## src/rtl/serial_sub_if.sv

```systemverilog
// Handshake/bus interface for serial_sub.
//   master : operand producer / result consumer (drives in_valid, a, b, bin, out_ready)
//   slave  : serial_sub itself (drives in_ready, out_valid, diff, bout[, ovf])
// Optional: SERIAL_SUB_OVF_EN adds the ovf signed-overflow flag.
interface serial_sub_if #(
    parameter int unsigned WIDTH = 8
);
    logic             in_valid;
    logic             in_ready;
    logic [WIDTH-1:0] a;
    logic [WIDTH-1:0] b;
    logic             bin;
    logic             out_valid;
    logic             out_ready;
    logic [WIDTH-1:0] diff;
    logic             bout;
`ifdef SERIAL_SUB_OVF_EN
    logic             ovf;
`endif

    modport master (
        output in_valid, a, b, bin, out_ready,
`ifdef SERIAL_SUB_OVF_EN
        input  ovf,
`endif
        input  in_ready, out_valid, diff, bout
    );

    modport slave (
        input  in_valid, a, b, bin, out_ready,
`ifdef SERIAL_SUB_OVF_EN
        output ovf,
`endif
        output in_ready, out_valid, diff, bout
    );
endinterface

```

## src/rtl/serial_sub.sv

```systemverilog
// Bit-serial WIDTH-bit subtractor: one full-subtractor cell plus a borrow
// flop, one bit per clock, LSB first. diff = (a - b - bin) mod 2^WIDTH,
// bout = 1 iff a < b + bin (unsigned).
// Ports:
//   clk   : rising-edge clock
//   rst_n : asynchronous active-low reset
//   bus   : serial_sub_if.slave (in_valid/in_ready/a/b/bin in,
//           out_valid/out_ready/diff/bout out)
// Optional: define SERIAL_SUB_OVF_EN to add bus.ovf, the two's-complement
// signed overflow flag, valid with out_valid.
module serial_sub #(
    parameter int unsigned WIDTH = 8
) (
    input  logic        clk,
    input  logic        rst_n,
    serial_sub_if.slave bus
);
    localparam int unsigned CW = (WIDTH > 1) ? $clog2(WIDTH) : 1;

    typedef enum logic [1:0] {IDLE, SHIFT, DONE} state_t;

    state_t           state_q;
    logic [WIDTH-1:0] a_sr_q;
    logic [WIDTH-1:0] b_sr_q;
    logic [WIDTH-1:0] d_sr_q;
    logic             br_q;
    logic             bout_q;
    logic [CW-1:0]    cnt_q;
    logic             in_ready_q;
    logic             out_valid_q;

    logic             d_c;
    logic             bo_c;
    logic             last_c;

    // Full-subtractor cell on the current LSBs
    assign d_c    = a_sr_q[0] ^ b_sr_q[0] ^ br_q;
    assign bo_c   = (~a_sr_q[0] & b_sr_q[0]) | (~(a_sr_q[0] ^ b_sr_q[0]) & br_q);
    assign last_c = (cnt_q == CW'(WIDTH - 1));

    // Control FSM and datapath; bout_q is separate from br_q so the visible
    // borrow only moves on shift updates, not when bin is loaded.
    always_ff @(posedge clk or negedge rst_n) begin
        if (!rst_n) begin
            state_q     <= IDLE;
            a_sr_q      <= '0;
            b_sr_q      <= '0;
            d_sr_q      <= '0;
            br_q        <= 1'b0;
            bout_q      <= 1'b0;
            cnt_q       <= '0;
            in_ready_q  <= 1'b1;
            out_valid_q <= 1'b0;
        end else begin
            case (state_q)
                IDLE: begin
                    if (bus.in_valid) begin
                        a_sr_q     <= bus.a;
                        b_sr_q     <= bus.b;
                        br_q       <= bus.bin;
                        cnt_q      <= '0;
                        in_ready_q <= 1'b0;
                        state_q    <= SHIFT;
                    end
                end
                SHIFT: begin
                    d_sr_q <= {d_c, d_sr_q[WIDTH-1:1]};
                    a_sr_q <= a_sr_q >> 1;
                    b_sr_q <= b_sr_q >> 1;
                    br_q   <= bo_c;
                    bout_q <= bo_c;
                    cnt_q  <= cnt_q + CW'(1);
                    if (last_c) begin
                        out_valid_q <= 1'b1;
                        state_q     <= DONE;
                    end
                end
                DONE: begin
                    if (bus.out_ready) begin
                        out_valid_q <= 1'b0;
                        in_ready_q  <= 1'b1;
                        state_q     <= IDLE;
                    end
                end
                default: begin
                    out_valid_q <= 1'b0;
                    in_ready_q  <= 1'b1;
                    state_q     <= IDLE;
                end
            endcase
        end
    end

`ifdef SERIAL_SUB_OVF_EN
    logic a_msb_q;
    logic b_msb_q;
    logic ovf_q;

    // Sign capture at load; overflow resolved with the final (MSB) diff bit
    always_ff @(posedge clk or negedge rst_n) begin
        if (!rst_n) begin
            a_msb_q <= 1'b0;
            b_msb_q <= 1'b0;
            ovf_q   <= 1'b0;
        end else if (state_q == IDLE && bus.in_valid) begin
            a_msb_q <= bus.a[WIDTH-1];
            b_msb_q <= bus.b[WIDTH-1];
        end else if (state_q == SHIFT && last_c) begin
            ovf_q <= (a_msb_q ^ b_msb_q) & (a_msb_q ^ d_c);
        end
    end

    assign bus.ovf = ovf_q;
`endif

    assign bus.in_ready  = in_ready_q;
    assign bus.out_valid = out_valid_q;
    assign bus.diff      = d_sr_q;
    assign bus.bout      = bout_q;
endmodule

```

## src/flat_wrapper.sv

```systemverilog
// flat-port wrapper written by rule: the top's interface ports become plain ports
module serial_sub_flat 
#(
    parameter int unsigned WIDTH = 8
)
  (clk, rst_n, bus_in_valid, bus_a, bus_b, bus_bin, bus_out_ready, bus_in_ready, bus_out_valid, bus_diff, bus_bout);
  serial_sub_if #(.WIDTH(WIDTH)) bus_i ();
  input  logic clk;
  input  logic rst_n;
  input wire logic [$bits(bus_i.in_valid)-1:0] bus_in_valid;
  input wire logic [$bits(bus_i.a)-1:0] bus_a;
  input wire logic [$bits(bus_i.b)-1:0] bus_b;
  input wire logic [$bits(bus_i.bin)-1:0] bus_bin;
  input wire logic [$bits(bus_i.out_ready)-1:0] bus_out_ready;
  output wire logic [$bits(bus_i.in_ready)-1:0] bus_in_ready;
  output wire logic [$bits(bus_i.out_valid)-1:0] bus_out_valid;
  output wire logic [$bits(bus_i.diff)-1:0] bus_diff;
  output wire logic [$bits(bus_i.bout)-1:0] bus_bout;
  assign bus_i.in_valid = bus_in_valid;
  assign bus_i.a = bus_a;
  assign bus_i.b = bus_b;
  assign bus_i.bin = bus_bin;
  assign bus_i.out_ready = bus_out_ready;
  assign bus_in_ready = bus_i.in_ready;
  assign bus_out_valid = bus_i.out_valid;
  assign bus_diff = bus_i.diff;
  assign bus_bout = bus_i.bout;
  serial_sub #(.WIDTH(WIDTH)) u_core (.clk(clk), .rst_n(rst_n), .bus(bus_i));
endmodule
```

## config.mk

```make
export PLATFORM = sky130hd
export DESIGN_NAME = serial_sub_flat
export DESIGN_NICKNAME = d
export VERILOG_FILES = /design/src/rtl/serial_sub_if.sv /design/src/rtl/serial_sub.sv /design/src/flat_wrapper.sv
export SDC_FILE = /design/constraint.sdc
export NUM_CORES = 1
export LEC_CHECK = 0
export BUFFER_PORTS_ARGS = -buffer_cell sky130_fd_sc_hd__buf_4
export CELL_PAD_IN_SITES_DETAIL_PLACEMENT = 0
export CELL_PAD_IN_SITES_GLOBAL_PLACEMENT = 2
export CORE_MARGIN = 5
export CORE_UTILIZATION = 36
export CTS_CLUSTER_SIZE = 10
export DETAILED_ROUTE_END_ITERATION = 7
export PLACE_DENSITY_LB_ADDON = 0.1
export SLEW_MARGIN = 0
export SYNTH_ARGS = -nofsm -noshare
export SYNTH_HDL_FRONTEND = slang
export SYNTH_SLANG_ARGS = --single-unit
```

## constraint.sdc

```tcl
create_clock -name clk -period 1.75 [get_ports clk]
set_input_delay 0.525 -clock clk [delete_from_list [all_inputs] [get_ports clk]]
set_output_delay 0.525 -clock clk [all_outputs]
set_load 0.01 [all_outputs]
```

==> results.toml, run 1 <==
[sta]
min_period_ns = 1.49
final_hold_viol_count = 0
timing.final.crit_share = 0.852
setup_viol = 0
slew-limit-headroom = 0.678
tightestPinTransition_ns = 0.483
skew_ns = 0.00495
fin_ws_ns = 0.259
rsz0062_at_grt = "false"
slew_violations = 0
hold_slack_ns = 0.179
fmax_ghz = 0.671
tns_ns = 0

[clocking]
clk_pin_slew_ns = 0.07
htree_levels = 2
cts_setup_buffers = 0
cts.repair.resized = 0
ctsHoldBuffers = 0
cts_made_buffers = 5
cts_root_buffer = "clkbuf_8"
cts_buffer_depth = 2
cts.sinks = 33
cts_tree = "yes"
clk_latency_ns = 0.28

[floorplan]
dieHeight_um = 75.6
ios = 32
die_x_um = 75.6
start_util = 0.379
die_area_um2 = 5720
row_count = 23
core_area_um2 = 4090

[global_route]
antenna_found_initial = 0
grt_max_degree = 34
grt_pass1_wl_mm = 5.58
grt_pass1_vias = 1179
grtUsageTotal = 0.129
overflow = 0

[synthesis]
netlist_area_um2 = 1550
ys_ff_latch = 33
ys_seq_area_frac = 0.533
synth-edff-count = 0
yosys-top-cells-count = "dfrtp_1, nand2_1, nor2_1, nand3b_1, nor3_1"
avgSynthCellArea_um2 = 10.5
synth_top_area_frac = 0.517
synth_nets = 171
yosysWarningCount = 0
netlist_instances = 147
ys_types = 26
synth_area_leaders = "dfrtp_1, nand2_1, a211oi_2"
yosysTopAreaCell = "dfrtp_1"
synth_most_common_cell = "dfrtp_1"
synthArstFlopShare = 1.00
ys.flop_type = "dfrtp_1"

[finish]
fin_cells = 230
drive_above_1_share = 0.328
post-route-util = 0.462
nets = 203
syn2layout_area_growth_pct = 21.7
diodes = 0

[detailed_routing]
vias_per_cell = 4.95
ant_nets = 0
wl_mm = 3.25
vias = 1139
drc_errors = 0
wl_per_cell_um = 14.1
dr.pass1.iters = 4
dr.first_iter.drc_count = 58

[critical_path]
arrival_ns = 1.67
crit_path_end_kind = "flop"
r2r-end = "u_core.bus.diff[6]"
reg2reg_from = "u_core.state_q[0]"
cp_max_fo = 16
required_ns = 1.93
start_kind = "flop"
crit_start = "u_core.state_q[0]"
r2r_cells = 4
r2r_slack_ns = 0.26
worst-setup-path-type = "flop to flop"

[pwr]
p_switching_mw = 1.21
netSwitchingFraction = 0.366
p_per_area_nw_per_um2 = 1750
p_leak_nw = 0.866
internal-power_mw = 2.09
clkPwrFrac = 0.168
p_seq_frac = 0.423
peakVddDrop_uv = 860
comb_power_share = 0.409

[placed_design]
dp_worst_setup_slack_ns = 0.248
port_buffers = 31
dpl.cell_count = 222
place_hpwl_mm = 2.25
place.gp.congestion = 0.679

[job]
max_cap_viol_count = 0

[outcome]
status = "finished, final reports clean"

[min_path]
min_path_type = "input pin to async pin"
[through the flow]
| step | total power [mW] | area, um^2 |
|---|---|---|
| 2_1_floorplan | 2.36 | 1550 |
| 3_3_place_gp | 2.75 | 1800 |
| 3_5_place_dp | 2.77 | 1800 |
| 4_1_cts | 3.36 | 1890 |
| 5_1_grt | 3.59 | 1890 |
| 6_report | 3.29 | 1890 |
[cell families (layout without fill, tap and decap cells)]
group	count (synthesis)	after routing	share of synthesized area
compound gates	30	30	0.175
fa+ha+maj	3	3	0.0291
buf+inv	13	46	0.0581
flops	33	33	0.533
simple gates	68	68	0.204
[layout by cell type, fill, tap and decap left out, drive strengths merged]
cell type / count
clkinvlp: 1
nand3b: 8
a22o: 2
dfrtp: 32
nand2: 31
nand2b: 3
nor3: 7
clkinv: 2
a211oi: 6
a21oi: 3
ha: 2
nor2: 16
inv: 2
o21ai: 8
o21bai: 1
buf: 36
o21ba: 1
nor2b: 3
dfstp: 1
o221a: 8
fa: 1
a222oi: 1
clkbuf: 5
[sequential cells by signal (all words and copies together) (netlist names)]
name	flops
u_core.bus.bout	1
u_core.state_q	2
u_core.bus.in_ready	1
u_core.br_q	1
u_core.b_sr_q	8
u_core.bus.diff	8
u_core.bus.out_valid	1
u_core.a_sr_q	8
u_core.cnt_q	3
[area by class of cell]
type                       instances  area [um^2]
multi-input combinational        101          633
timing repair buffer              36          270
clock inverter                     3         17.5
fill                             411         2200
sequential                        33          827
inverter                           2         7.51
clock buffer                       5         68.8
tap                               50         62.6
[layer usage]
metal | wire [um] | GRT usage
met1 | 1560 | 0.184
met2 | 1460 | 0.186
met3 | 179 | 0.0396
met4 | 49 | 0.0466
met5 | 0 | 0
[worst max path at each step]
stage / endpoint / slack, ns / cells after the start
after detailed placement: u_core.bus.diff[6] / 0.25 / 4
after global routing: u_core.bus.diff[1] / 0.11 / 4
after floorplan: u_core.br_q / 0.54 / 3
after CTS: u_core.bus.diff[6] / 0.23 / 4
final: u_core.bus.diff[6] / 0.26 / 4
after global placement: u_core.bus.diff[7] / 0.29 / 4
[power by group through the flow]
stage / Sequential [mW] / Combinational [mW] / Clock [mW]
after floorplan: 1.36 / 1.00 / 0
after global placement: 1.40 / 1.35 / 0
after detailed placement: 1.41 / 1.37 / 0
after CTS: 1.40 / 1.38 / 0.581
after global routing: 1.45 / 1.53 / 0.612
final: 1.39 / 1.35 / 0.552
[worst max-delay path: stages, from the launching register on]
cell	delay [ns]
dfrtp_1	0.64
nand2b_1	0.35
buf_4	0.28
nand2_1	0.07
nand2_1	0.05
Note: power is estimated with default switching activity, not from simulation.
==> run 2, diff against run 1 <==
- CELL_PAD_IN_SITES_DETAIL_PLACEMENT: 0 -> 1
- CELL_PAD_IN_SITES_GLOBAL_PLACEMENT: 2 -> 1
- CORE_UTILIZATION: 36 -> 44
==> run 2 against run 1 <==
Net effect:
- count of clock-buffer cells in the layout is 3 higher
- critical path depth is 3 lower
- clock power is 21% lower
==> results.toml, run 2 (synthesis results as in run 1) <==
[outcome]
status = "finished, final reports clean"

[pwr]
netSwitchingFraction = 0.373
p_leak_nw = 0.849
clkPwrFrac = 0.136
peakVddDrop_uv = 684
p_per_area_nw_per_um2 = 1730
comb_power_share = 0.425
internal-power_mw = 2.01
p_seq_frac = 0.439
p_switching_mw = 1.19

[sta]
min_period_ns = 1.52
rsz0062_at_grt = "false"
fmax_ghz = 0.657
timing.final.crit_share = 0.870
setup_viol = 0
fin_ws_ns = 0.228
skew_ns = 0.00819
tns_ns = 0
slew-limit-headroom = 0.679
slew_violations = 0
tightestPinTransition_ns = 0.482
final_hold_viol_count = 0

[finish]
syn2layout_area_growth_pct = 19.1
multiInputGateArea_um2 = 633
nFillCells = 405
nets = 202
diodes = 0
final_common_cell = "buf_4"
most-common-layout-cells = "buf_4, dfrtp_1, nand2_1, nor2_1, nand3b_1"
drive_above_1_share = 0.313
seq_area_um2 = 827

[critical_path]
reg2reg_from = "u_core.state_q[0]"
worst-setup-path-type = "flop to output pin"
path_buf_inv = 1
path_cells = "buf_4"
max_stage_delay_ns = 0.56
slowest_stage = "dfstp_2"
critPathTopFamily = "flip-flops"
cp_max_fo = 3
required_ns = 1.22
r2r_slack_ns = 0.27
start_kind = "flop"
r2r-end = "u_core.bus.bout"
crit_path_end_kind = "output pin"
r2r_cells = 4
arrival_ns = 1.00

[min_path]
min_path_type = "input pin to async pin"

[global_route]
antenna_found_initial = 0
grt_pass1_wl_mm = 5.89
grt_pass1_vias = 1252
grt_max_degree = 34
overflow = 0
grtUsageTotal = 0.154

[clocking]
cts.repair.resized = 0
clk_latency_ns = 0.32
ctsHoldBuffers = 0
htree_levels = 2
cts_buffer_depth = 2
cts_setup_buffers = 0
clk_pin_slew_ns = 0.10
cts.sinks = 33
cts_tree = "yes"
cts_root_buffer = "clkbuf_4"
cts_made_buffers = 5

[job]
max_cap_viol_count = 0

[placed_design]
place_hpwl_mm = 2.62
place.gp.congestion = 0.713
dp_worst_setup_slack_ns = 0.264
port_buffers = 31

[floorplan]
core_area_um2 = 3360
die_x_um = 69.4
die_area_um2 = 4810
ios = 32
start_util = 0.461
row_count = 21
dieHeight_um = 69.4

[detailed_routing]
wl_mm = 3.48
drc_errors = 0
ant_nets = 0
vias_per_cell = 5.30
dr.first_iter.drc_count = 62
dr.pass1.iters = 4
vias = 1192
wl_per_cell_um = 15.5
## run 2: cell count changes in the layout (fill, tap and decap cells not counted)
| cell | before | now |
|---|---|---|
| clkbuf_8 | 5 | 1 |
| clkinvlp_4 | 1 | 0 |
| clkinv_2 | 2 | 0 |
| clkbuf_1 | 0 | 2 |
| clkbuf_4 | 0 | 5 |
| buf_4 | 36 | 35 |
## run 2: metrics by stage
step | cell area (um^2) | cells | utilization | hold slack (ns) | total power, mW
3_3_place_gp | 1790 | 217 | 0.532 | 0.468 | 2.71
2_1_floorplan | 1550 | 147 | - | 0.229 | 2.36
4_1_cts | 1850 | 225 | 0.549 | 0.129 | 3.27
5_1_grt | 1850 | 225 | 0.549 | 0.138 | 3.47
3_5_place_dp | 1790 | 217 | 0.532 | 0.480 | 2.82
6_report | 1850 | 225 | 0.549 | 0.128 | 3.20
## run 2: worst max-delay path by stage
stage	endpoint	cells after the start	start
5_1_grt	u_core.bus.bout	4	u_core.state_q[0]
6_report	bus_in_ready	1	u_core.bus.in_ready
2_1_floorplan	u_core.br_q	3	u_core.b_sr_q[0]
4_1_cts	bus_in_ready	1	u_core.bus.in_ready
3_5_place_dp	u_core.bus.diff[7]	4	u_core.state_q[0]
3_3_place_gp	u_core.bus.bout	4	u_core.state_q[0]
## run 2: cell type report
type / instances / area share
sequential: 33 / 0.448
inverter: 2 / 0.00407
multi-input combinational: 101 / 0.343
timing repair buffer: 35 / 0.142
clock buffer: 8 / 0.0318
tap: 46 / 0.0312
## run 2: power groups by stage
stage,Clock (mW),Sequential (mW),Combinational [mW]
finish,0.435,1.41,1.36
detailed placement,0,1.43,1.40
CTS,0.456,1.41,1.40
floorplan,0,1.36,1.00
global placement,0,1.40,1.32
global route,0.495,1.45,1.52
## run 2: per-layer routing
| metal | track usage | vias up | wire length (um) |
|---|---|---|---|
| met5 | 0 | - | 0 |
| met3 | 0.0522 | 5 | 171 |
| met2 | 0.250 | 27 | 1720 |
| met1 | 0.190 | 594 | 1540 |
| li1 | - | 566 | - |
| met4 | 0.0521 | 0 | 48 |
